`config.mk`:
```
export PLATFORM = sky130hd
export DESIGN_NAME = soc_cpu_membus
export DESIGN_NICKNAME = d
export VERILOG_FILES = /design/src/rtl/soc_cpu_membus.sv
export SDC_FILE = /design/constraint.sdc
export NUM_CORES = 1
export LEC_CHECK = 0
export CAP_MARGIN = 10
export CORE_AREA = 3 3 196 198
export CTS_CLUSTER_SIZE = 20
export DETAILED_ROUTE_END_ITERATION = 10
export DIE_AREA = 0 0 199 201
export GPL_ROUTABILITY_DRIVEN = 0
export SKIP_LAST_GASP = 1
export SLEW_MARGIN = 40
export SYNTH_ARGS = -nofsm -noshare
export SYNTH_HDL_FRONTEND = slang
export SYNTH_SLANG_ARGS = --single-unit
export TNS_END_PERCENT = 50
```
`constraint.sdc`:
```
create_clock -name clk -period 5.4 [get_ports clk]
set_input_delay 1.08 -clock clk [delete_from_list [all_inputs] [get_ports clk]]
set_output_delay 1.08 -clock clk [all_outputs]
set_load 0.05 [all_outputs]
```
`src/rtl/soc_cpu_membus.sv`:
```
// soc_cpu_membus: routes the PicoRV32 native bus to one IMEM port plus N_SLV windowed data targets.
// Adds unmapped/timeout/write-to-IMEM error responses. Optional counters: SOC_CPU_MEMBUS_STATS_EN.
module soc_cpu_membus #(
    parameter int unsigned         N_SLV         = 4,
    parameter logic [32*N_SLV-1:0] SLV_BASE      = {N_SLV{32'h0}},
    parameter logic [32*N_SLV-1:0] SLV_MASK      = {N_SLV{32'h0}},
    parameter bit                  INSTR_TO_IMEM = 1'b1,
    parameter int unsigned         TIMEOUT_CYC   = 255,
    parameter logic [31:0]         ERR_RDAT      = 32'hDEAD_BEEF
) (
    input  logic                 clk,
    input  logic                 rst,
    input  logic                 cpu_valid,
    input  logic                 cpu_instr,
    input  logic [31:0]          cpu_addr,
    input  logic [31:0]          cpu_wdata,
    input  logic [3:0]           cpu_wstrb,
    output logic                 cpu_ready,
    output logic [31:0]          cpu_rdata,
    output logic                 imem_vld,
    output logic [29:0]          imem_addr,
    input  logic                 imem_rdy,
    input  logic [31:0]          imem_rdat,
    output logic [N_SLV-1:0]     slv_vld,
    output logic [3:0]           slv_we,
    output logic [29:0]          slv_addr,
    output logic [31:0]          slv_wdat,
    input  logic [N_SLV-1:0]     slv_rdy,
    input  logic [32*N_SLV-1:0]  slv_rdat,
    output logic                 err_pulse,
    output logic [31:0]          err_addr,
    output logic [1:0]           err_kind,
    output logic [31:0]          stat_rd,
    output logic [31:0]          stat_wr,
    output logic [31:0]          stat_fetch
);
    localparam int unsigned   CW         = 16;
    localparam logic [CW-1:0] TO_LAST    = CW'(TIMEOUT_CYC - 1);
    localparam logic [1:0]    EK_NONE    = 2'd0;
    localparam logic [1:0]    EK_UNMAP   = 2'd1;
    localparam logic [1:0]    EK_TIMEOUT = 2'd2;
    localparam logic [1:0]    EK_WRIMEM  = 2'd3;

    typedef enum logic [1:0] {IDLE, ACCESS, RESP} state_t;

    state_t             state_q, state_d;
    logic [31:0]        addr_q, addr_d, wdata_q, wdata_d;
    logic [3:0]         wstrb_q, wstrb_d;
    logic               sel_imem_q, sel_imem_d;
    logic [N_SLV-1:0]   sel_q, sel_d;
    logic [1:0]         ekind_q, ekind_d;
    logic               wait_q, wait_d;
    logic [CW-1:0]      cnt_q, cnt_d;
    logic               imem_vld_d, cpu_ready_d, err_pulse_d;
    logic [N_SLV-1:0]   slv_vld_d;
    logic [31:0]        cpu_rdata_d, err_addr_d;
    logic [1:0]         err_kind_d;
    logic [N_SLV-1:0]   dec_sel;
    logic               dec_imem;
    logic [1:0]         dec_err;
    logic               sel_rdy, timeout, resp_go;
    logic [31:0]        sel_rdat;
    logic [1:0]         resp_kind;

    // Address decode of the live request; the lowest-index window wins on overlap.
    always_comb begin
        dec_sel  = '0;
        dec_imem = 1'b0;
        for (int i = int'(N_SLV) - 1; i >= 0; i--) begin
            if ((cpu_addr & SLV_MASK[32*i +: 32]) == SLV_BASE[32*i +: 32])
                dec_sel = N_SLV'(1) << i;
        end
        if (cpu_instr && INSTR_TO_IMEM) begin
            dec_sel  = '0;
            dec_imem = 1'b1;
        end else if (dec_sel == '0 && cpu_instr && cpu_wstrb == 4'd0) begin
            dec_imem = 1'b1;
        end
        dec_err = EK_NONE;
        if (!dec_imem && dec_sel == '0)
            dec_err = EK_UNMAP;
        else if (dec_imem && cpu_wstrb != 4'd0)
            dec_err = EK_WRIMEM;
    end

    // Ready/data from the selected target only.
    always_comb begin
        sel_rdy  = sel_imem_q & imem_rdy;
        sel_rdat = sel_imem_q ? imem_rdat : 32'd0;
        for (int i = 0; i < int'(N_SLV); i++) begin
            if (sel_q[i]) begin
                sel_rdy  = sel_rdy | slv_rdy[i];
                sel_rdat = sel_rdat | slv_rdat[32*i +: 32];
            end
        end
    end

    assign timeout = (cnt_q == TO_LAST);

    always_ff @(posedge clk) begin
        if (rst) state_q <= IDLE;
        else     state_q <= state_d;
    end

    always_comb begin
        state_d = state_q;
        unique case (state_q)
            IDLE:    if (cpu_valid) state_d = (dec_err != EK_NONE) ? RESP : ACCESS;
            ACCESS:  if (sel_rdy || timeout) state_d = RESP;
            RESP:    if (!wait_q) state_d = IDLE;
            default: state_d = IDLE;
        endcase
    end

    // Decode errors hold RESP one extra cycle so every response has the same 2-cycle minimum.
    always_comb begin
        addr_d      = addr_q;
        wdata_d     = wdata_q;
        wstrb_d     = wstrb_q;
        sel_imem_d  = sel_imem_q;
        sel_d       = sel_q;
        ekind_d     = ekind_q;
        wait_d      = wait_q;
        cnt_d       = cnt_q;
        imem_vld_d  = 1'b0;
        slv_vld_d   = '0;
        cpu_ready_d = 1'b0;
        cpu_rdata_d = cpu_rdata;
        err_pulse_d = 1'b0;
        err_addr_d  = err_addr;
        err_kind_d  = err_kind;
        resp_go     = 1'b0;
        resp_kind   = EK_NONE;
        unique case (state_q)
            IDLE: if (cpu_valid) begin
                addr_d     = cpu_addr;
                wdata_d    = cpu_wdata;
                wstrb_d    = cpu_wstrb;
                sel_imem_d = dec_imem;
                sel_d      = dec_sel;
                ekind_d    = dec_err;
                cnt_d      = '0;
                wait_d     = (dec_err != EK_NONE);
                if (dec_err == EK_NONE) begin
                    imem_vld_d = dec_imem;
                    slv_vld_d  = dec_sel;
                end
            end
            ACCESS: begin
                if (sel_rdy) begin
                    resp_go = 1'b1;
                end else if (timeout) begin
                    resp_go   = 1'b1;
                    resp_kind = EK_TIMEOUT;
                end else begin
                    imem_vld_d = sel_imem_q;
                    slv_vld_d  = sel_q;
                    cnt_d      = cnt_q + CW'(1);
                end
            end
            RESP: if (wait_q) begin
                resp_go   = 1'b1;
                resp_kind = ekind_q;
                wait_d    = 1'b0;
            end
            default: ;
        endcase
        if (resp_go) begin
            cpu_ready_d = 1'b1;
            if (resp_kind != EK_NONE) begin
                cpu_rdata_d = ERR_RDAT;
                err_pulse_d = 1'b1;
                err_addr_d  = addr_q;
                err_kind_d  = resp_kind;
            end else if (wstrb_q != 4'd0) begin
                cpu_rdata_d = 32'd0;
            end else begin
                cpu_rdata_d = sel_rdat;
            end
        end
    end

    always_ff @(posedge clk) begin
        if (rst) begin
            addr_q     <= '0;
            wdata_q    <= '0;
            wstrb_q    <= '0;
            sel_imem_q <= 1'b0;
            sel_q      <= '0;
            ekind_q    <= EK_NONE;
            wait_q     <= 1'b0;
            cnt_q      <= '0;
            imem_vld   <= 1'b0;
            slv_vld    <= '0;
            cpu_ready  <= 1'b0;
            cpu_rdata  <= '0;
            err_pulse  <= 1'b0;
            err_addr   <= '0;
            err_kind   <= EK_NONE;
        end else begin
            addr_q     <= addr_d;
            wdata_q    <= wdata_d;
            wstrb_q    <= wstrb_d;
            sel_imem_q <= sel_imem_d;
            sel_q      <= sel_d;
            ekind_q    <= ekind_d;
            wait_q     <= wait_d;
            cnt_q      <= cnt_d;
            imem_vld   <= imem_vld_d;
            slv_vld    <= slv_vld_d;
            cpu_ready  <= cpu_ready_d;
            cpu_rdata  <= cpu_rdata_d;
            err_pulse  <= err_pulse_d;
            err_addr   <= err_addr_d;
            err_kind   <= err_kind_d;
        end
    end

    assign imem_addr = addr_q[31:2];
    assign slv_addr  = addr_q[31:2];
    assign slv_we    = wstrb_q;
    assign slv_wdat  = wdata_q;

`ifdef SOC_CPU_MEMBUS_STATS_EN
    logic instr_q;

    // Saturating per-type transaction counters, bumped on the response edge.
    always_ff @(posedge clk) begin
        if (rst) begin
            instr_q    <= 1'b0;
            stat_rd    <= '0;
            stat_wr    <= '0;
            stat_fetch <= '0;
        end else begin
            if (state_q == IDLE && cpu_valid) instr_q <= cpu_instr;
            if (cpu_ready_d) begin
                if (instr_q) begin
                    if (stat_fetch != 32'hFFFF_FFFF) stat_fetch <= stat_fetch + 32'd1;
                end else if (wstrb_q != 4'd0) begin
                    if (stat_wr != 32'hFFFF_FFFF) stat_wr <= stat_wr + 32'd1;
                end else begin
                    if (stat_rd != 32'hFFFF_FFFF) stat_rd <= stat_rd + 32'd1;
                end
            end
        end
    end
`else
    assign stat_rd    = '0;
    assign stat_wr    = '0;
    assign stat_fetch = '0;
`endif
endmodule

```
### Word-level counts from Yosys, hierarchy flattened

Cells that the tools add are included.

| word-level totals | value |
|---|---|
| bits of input ports | 237 |
| logic and storage cells | 100 |
| output and inout port bits | 265 |
| register bits | 167 |

| cells by class | value |
|---|---|
| bitwise logic cells | 10 |
| muxes and demuxes | 46 |
| equality and inequality tests | 8 |
| reductions and logical operators | 19 |
| add/sub/neg operators | 1 |

Operators by type and width:

| cell | count |
|---|---|
| $mux W32 | 7 |
| $or A32 B32 Y32 | 4 |
| $mux W16 | 3 |
| $pmux W16 S2 | 1 |
| $mux W1 | 18 |
| $mux W2 | 9 |
| $add A16 B1 Y16 const B | 1 |
| $eq A16 B8 Y1 const B | 1 |
| $ne A2 B2 Y1 const B | 5 |
| $mux W4 | 2 |
| $pmux W4 S2 | 1 |
| $reduce_bool A2 Y1 | 4 |
| $reduce_bool A4 Y1 | 2 |
| $pmux W1 S2 | 3 |
| $pmux W2 S3 | 1 |
| $reduce_and A2 Y1 | 3 |
| $logic_not A2 Y1 | 2 |
| $logic_not A4 Y1 | 1 |
| $or A1 B1 Y1 | 4 |
| $pmux W2 S2 | 1 |
| $reduce_and A4 Y1 | 1 |
| $reduce_and A3 Y1 | 1 |
| $eq A2 B1 Y1 const B | 1 |
| $eq A2 B2 Y1 const B | 1 |
| other kinds (6) | 7 |

### Depth between registers and ports, before layout

Gate-level depths: netlist of the first run.

| logic depth | value |
|---|---|
| depth in word-level cells | 13 |
| mapped depth | 10 |
| gate-level depth less buffers | 7 |

### Worst setup path after synthesis of the first run

OpenSTA, ideal clock, no wires.

| timing | value |
|---|---|
| kind | input -> register |
| from | input imem_rdy |
| to | register cpu_rdata[10] |
| path buffers | 1 |
| library setup time | 0.079 ns |
| stages on the path | 6 |
| data arrival time | 2.430 ns |
| slack | 2.891 ns |
| data required time | 5.321 ns |
| cells stage by stage | a22o_1 -> or3_1 -> o32ai_1 -> clkbuf_1 -> nand2_1 -> o211ai_1 |

| between the ends | value |
|---|---|
| word-level cells in the longest chain between the ends | 13 |
| elaborated cells on any way between the ends | 15 |
| classes of those cells | mux: 9; bitwise: 5; reduce/logical: 1 |

Ends and longest elaborated chain:

| item | RTL line | text |
|---|---|---|
| start, declared | 22 | `input logic imem_rdy,` |
| $and A1 B1 Y1 (*) | 88 | `sel_rdy = sel_imem_q & imem_rdy;` |
| $or A1 B1 Y1 | 92 | `sel_rdy = sel_rdy \| slv_rdy[i];` |
| $mux W1 (*) | 91 | `if (sel_q[i]) begin` |
| $or A1 B1 Y1 | 92 |  |
| $mux W1 (*) | 91 |  |
| $or A1 B1 Y1 | 92 |  |
| $mux W1 (*) | 91 |  |
| $or A1 B1 Y1 | 92 |  |
| $mux W1 (*) | 91 |  |
| $mux W2 | 150 | `if (sel_rdy) begin` |
| $pmux W2 S2 | 134 | `unique case (state_q)` |
| $reduce_bool A2 Y1 | 170 | `if (resp_kind != EK_NONE) begin` |
| $mux W32 | 170 |  |
| end signal, assigned | 212 | `cpu_rdata <= cpu_rdata_d;` |
| end, declared | 19 | `output logic [31:0] cpu_rdata,` |

Every way passes the cells marked *; elsewhere a longest branch is shown, timed or not.
A chain may end at the register's enable or synchronous reset.

### Final worst setup path of the first run

| timing | value |
|---|---|
| from | input imem_rdy |
| to | register cpu_rdata[22] |

The elaborated chain is that of the path after synthesis.

==> flow_summary.ini, run 1 <==
[outcome]
status = finished, final reports clean

[logic_synthesis]
synth_ff_type = dfxtp_1
synth_seq_cells = 160
synth_area_leaders = dfxtp_1, buf_4, nand2_1
synth_top_area_share_pct = 42.97
async_reset_ff_share_pct = 0
synth_edf_count = 0
synth.distinct_cells = 47
syn_avg_cell_area_um2 = 8.058
yosysWarningCount = 0
netlist_instances = 925
yosysTopAreaCell = dfxtp_1
syn-cell-area_um2 = 7453
seq_area_frac_synth_pct = 42.97

[drt]
vias = 6573
via_per_inst = 4.062
drc_errors = 0
antenna_left = 0
wire_per_inst_um = 14.30
first_pass_iters = 4
drt_iter0_drc = 237
drt-total-wl_mm = 23.14

[clock_network]
clkTransAtPathRegs_ps = 70
clock-sinks = 160
post_cts_buffers = 0
cts_tree = built
cts_made_buffers = 17
postCtsHoldBufs = 0
clockBufferDepth = 2
cts_htree_levels = 4
clk_latency_ps = 440
ctsResizeCount = 0
cts-root-buf = clkbuf_16

[grt]
grt_pass1_wl_mm = 35.04
grt_pass1_vias = 6275
grt_max_degree = 101
grt_overflow_total = 0
grt_use_total_pct = 11.16
antenna_found_initial = 3

[power_and_ir_drop]
fin_total_pwr_mw = 3.468
power.leakage_nw = 3.802
ir_worst_vdd_mv = 0.2210
power_density_nw_per_um2 = 324.0

[timing]
hold_viol = 0
final.setup.tns_ps = 0
setup_viol = 0
min_period_ps = 3025
rsz0062_at_grt = false
fmax_mhz = 330.6
whs_ps = 451.1
fin_crit_sh_pct = 56.02
maxSlewViolCount = 0
fin_skew_ps = 14.98
slew_headroom_pct = 45.90
worstMarginPinSlew_ps = 805.5

[layout]
antenna_cells = 0
fin_cells = 1618
layout-drive-gt1-share_pct = 5.652
fillers = 3879
finish.net_count = 1379
area_delta_synth_final_pct = 43.61

[placement]
place_hpwl_mm = 16.57
placed_cells = 1586
io_buffers = 303

[floorplanning]
fp.dieH_um = 201
die_w_um = 199
start_util_pct = 20.31
core_area_um2 = 36700
ioPinCount = 502
rows = 70
fp.dieArea_um2 = 40000

[setup_path]
slowest_stage = clkdlybuf4s50_1
startpoint = imem_rdy
crit_chain = clkdlybuf4s50_1 -> a22o_1 -> nor2_1 -> a22o_2 -> buf_4 -> or2_1 -> o21ai_2
r2r-start = cnt_q[10]$_SDFFE_PP0P_
worst_setup_path_start_kind = input port
critPathMaxFanout = 34
cp_top_family = buffers and inverters
crit_type = in2reg
critPathRequiredTime_ps = 5720
rrSetupSlack_ps = 2400
path_buf_inv = 2
regToRegEndpoint = cpu_rdata[22]$_SDFFE_PP0P_
critPathArrivalTime_ps = 3340
reg2reg_depth = 6
max_stage_delay_ps = 460
end_kind = register

[min_path]
hold_path.class = reg2reg
hold_end = err_addr[21]$_SDFFE_PP0P_
whs_path_depth = 2
worstHoldStart = err_addr[21]$_SDFFE_PP0P_

[job]
cap_viol_max_count = 0
power by group:
group	internal [mW]	leakage, nW	switching (mW)
clock	0.616	0.267	0.561
sequential	1.25	1.30	0.0528
combinational	0.302	2.23	0.690
routing by layer:
layer	vias to the layer above	wire (µm)	global-route usage, %
met4	4	230	3.238
met1	3047	9499	12.77
met5	-	27	0
met2	236	11500	19.58
met3	17	1875	3.844
li1	3269	-	-
cells by family after synthesis:
group	Yosys count	share of synthesized area [%]
AOI/OAI and AO/OA	217	18.10
DFF	160	42.97
adders and majority gates	5	0.8393
xor gates and xnor gates	6	0.7050
and+or+nand+nor	308	17.29
other	1	0.05031
buffers and inverters	226	19.74
muxes	2	0.3021
cell usage in the layout, fill, tap and decap left out, drive strengths merged, types with 9 or more instances in the layout:
| master | count |
|---|---|
| conb | 99 |
| clkbuf | 18 |
| a21oi | 116 |
| buf | 11 |
| o31ai | 9 |
| o211ai | 24 |
| inv | 14 |
| o21ai | 16 |
| clkdlybuf4s50 | 302 |
| nand2 | 248 |
| dfxtp | 160 |
| nor2 | 18 |
| a22oi | 33 |
cell type report:
cell class / instances / area [µm²] / area share, %
repair buffers: 313 / 3120 / 29.15
flip-flops and latches: 160 / 3203 / 29.92
clock buffers: 18 / 439.2 / 4.103
multi-input cells: 637 / 3199 / 29.89
well taps: 468 / 585.6 / 5.470
inverters: 8 / 30.03 / 0.2805
clock inverters: 14 / 126.4 / 1.181
synth_stat cells, drive strengths merged, types with 4 or more instances:
| cell | count |
|---|---|
| or4 | 8 |
| o31ai | 9 |
| ha | 5 |
| o211ai | 24 |
| inv | 8 |
| nor2 | 18 |
| buf | 170 |
| nand3 | 7 |
| a22oi | 33 |
| xnor2 | 6 |
| a2111oi | 4 |
| dfxtp | 160 |
| nand2 | 248 |
| clkbuf | 48 |
| nand2b | 5 |
| o21ai | 16 |
| a21oi | 116 |
| nand4 | 5 |
sequential cells by signal, indices dropped and copies added (netlist names), 2 cells and up:
name	flops
err_addr	32
state_q	2
cnt_q	16
cpu_rdata	32
slv_wdat	32
addr_q	32
err_kind	2
slv_we	4
per-stage QoR:
step,setup WS [ps],cell area (µm²),util [%]
floorplan,2891,7821,-
global route,2193,10700,29.17
global placement,1820,10100,27.52
CTS,2321,10700,29.17
detailed placement,1855,10140,27.63
finish,2375,10700,29.17
worst max path at each step:
| stage | depth (start not counted) | endpoint |
|---|---|---|
| final | 7 | cpu_rdata[22]$_SDFFE_PP0P_ |
| after global routing | 6 | cpu_rdata[24]$_SDFFE_PP0P_ |
| after CTS | 6 | cpu_rdata[17]$_SDFFE_PP0P_ |
| after detailed placement | 7 | cpu_rdata[22]$_SDFFE_PP0P_ |
| after global placement | 5 | cnt_q[0]$_SDFFE_PP0P_ |
| after floorplan | 6 | cpu_rdata[10]$_SDFFE_PP0P_ |
worst reg2reg max path, cell delays in order, from the launching register on:
cell     delay [ps]
dfxtp_1         360
or4_4           580
nor4_4          700
a22o_2          290
buf_4           370
or2_1           470
o21ai_2         110
Note: power is estimated with default switching activity, not from simulation.
==> run 2: changes to the inputs <==
CORE_AREA = 3 3 195 197   (was 3 3 196 198)
DIE_AREA = 0 0 198 200   (was 0 0 199 201)
clock period = 2.5 ns   (was 5.4 ns; I/O delays follow)
==> run 2 against run 1 <==
Effect of this change:
- setup slack worse by 2100 ps
- via count grew 0.56%
- flip-flop and latch count stayed put
- critical path depth decreased by 1
- worst hold slack got worse by 130 ps
- clock power up 140%
- global-route usage shrank 0.26 points
- final cell count up 0.80%
==> flow_summary.ini, run 2 (synthesized netlist as in run 1, its figures left out) <==
[layout]
layout_common_cells = clkdlybuf4s50_1, nand2_1, dfxtp_1, a21oi_1, conb_1
utilization_pct = 30.03
layout-drive-gt1-share_pct = 6.621
antenna_cells = 0
fin_cells = 1631
final_common_cell = clkdlybuf4s50_1
area_delta_synth_final_pct = 46.79
finish.net_count = 1392
stdcell_area_um2 = 10940

[timing]
setup_viol = 0
fin_skew_ps = 8.828
fmax_mhz = 449.6
rsz0062_at_grt = false
worstMarginPinSlew_ps = 633.7
final.setup.tns_ps = 0
maxSlewViolCount = 0
slew_headroom_pct = 57.62
whs_ps = 318.9
min_period_ps = 2224
hold_viol = 0
fin_crit_sh_pct = 88.96
worst_slack_ps = 276.0

[clock_network]
ctsResizeCount = 0
cts_tree = built
post_cts_buffers = 0
clock-sinks = 160
cts-root-buf = clkbuf_16
postCtsHoldBufs = 0
clkTransAtPathRegs_ps = 70
clk_latency_ps = 440
clockBufferDepth = 2
cts_made_buffers = 17
cts_htree_levels = 4

[power_and_ir_drop]
fin_total_pwr_mw = 7.880
power.leakage_nw = 3.925
power_density_nw_per_um2 = 720.3
ir_worst_vdd_mv = 0.4918

[setup_path]
slowest_stage = or4_4
crit_chain = or4_4 -> nor4_4 -> buf_4 -> o31ai_4 -> or2_1 -> o21ai_2
crit_type = reg2reg
path_buf_inv = 1
max_stage_delay_ps = 570
cp_top_family = simple AND/OR/NAND/NOR gates
critPathArrivalTime_ps = 2590
end_kind = register
worst_setup_path_start_kind = register
critPathRequiredTime_ps = 2870
critPathMaxFanout = 8

[drt]
drc_errors = 0
vias = 6610
via_per_inst = 4.053
antenna_left = 0
first_pass_iters = 5
wire_per_inst_um = 14.11
drt-total-wl_mm = 23.01
drt_iter0_drc = 241

[grt]
grt_overflow_total = 0
grt_pass1_wl_mm = 34.04
antenna_found_initial = 0
grt_max_degree = 72
grt_pass1_vias = 6280
grt_use_total_pct = 10.90

[placement]
io_buffers = 303
place_hpwl_mm = 16.57
placed_cells = 1599
post-place-ws_ps = 52.24
dpl_cell_area_um2 = 10310

[floorplanning]
fp.dieH_um = 200
start_util_pct = 20.46
die_w_um = 198
rows = 70
fp.dieArea_um2 = 39600
core_area_um2 = 36430
ioPinCount = 502

[min_path]
hold_path.class = in2reg

[outcome]
status = finished, final reports clean

[job]
cap_viol_max_count = 0
run 2: cell types whose count changed in the layout (fill, tap and decap cells not counted), sizes merged:
cell           delta
buf              +14
bufinv            +4
clkbuf            -1
clkdlybuf4s50     -1
clkinv            -1
inv               -2
run 2: path summary, 6_finish.rpt:
path | slack (ps) | to | from | cells after the start
worst max-delay path | 280 | cpu_rdata[4]$_SDFFE_PP0P_ | cnt_q[10]$_SDFFE_PP0P_ | 6
worst min-delay path | 320 | state_q[0]$_SDFFE_PP0P_ | rst | 2
worst max register to register | 280 | cpu_rdata[4]$_SDFFE_PP0P_ | cnt_q[10]$_SDFFE_PP0P_ | 6
worst min register to register | 450 | err_addr[5]$_SDFFE_PP0P_ | err_addr[5]$_SDFFE_PP0P_ | 2
run 2: per-layer routing:
metal  part of all wire, %  vias to the layer above  GRT usage (%)
li1                      -                     3283              -
met2                    50                      245          18.93
met3                   7.8                       19          3.424
met4                   1.3                        0          3.644
met5                     0                        -              0
met1                    41                     3063          12.83
run 2: cell type report:
type | count | area [µm²]
fillers | 3905 | 25490
repair buffers | 326 | 3301
multi-input cells | 637 | 3189
well taps | 468 | 585.6
inverters | 8 | 30.03
flip-flops and latches | 160 | 3203
clock inverters | 15 | 206.4
clock buffers | 17 | 425.4
run 2: where the power goes:
| part | switching, mW | internal [mW] | leakage (nW) |
|---|---|---|---|
| clock network | 1.19 | 1.69 | 0.298 |
| logic | 1.50 | 0.698 | 2.33 |
| registers | 0.111 | 2.69 | 1.30 |
| total | 2.81 | 5.07 | 3.92 |
run 2: worst register-to-register path: stages (launching register included):
cell and delay, ps:
dfxtp_1 350, or4_4 570, nor4_4 330, buf_4 210, o31ai_4 70, or2_1 410, o21ai_2 200
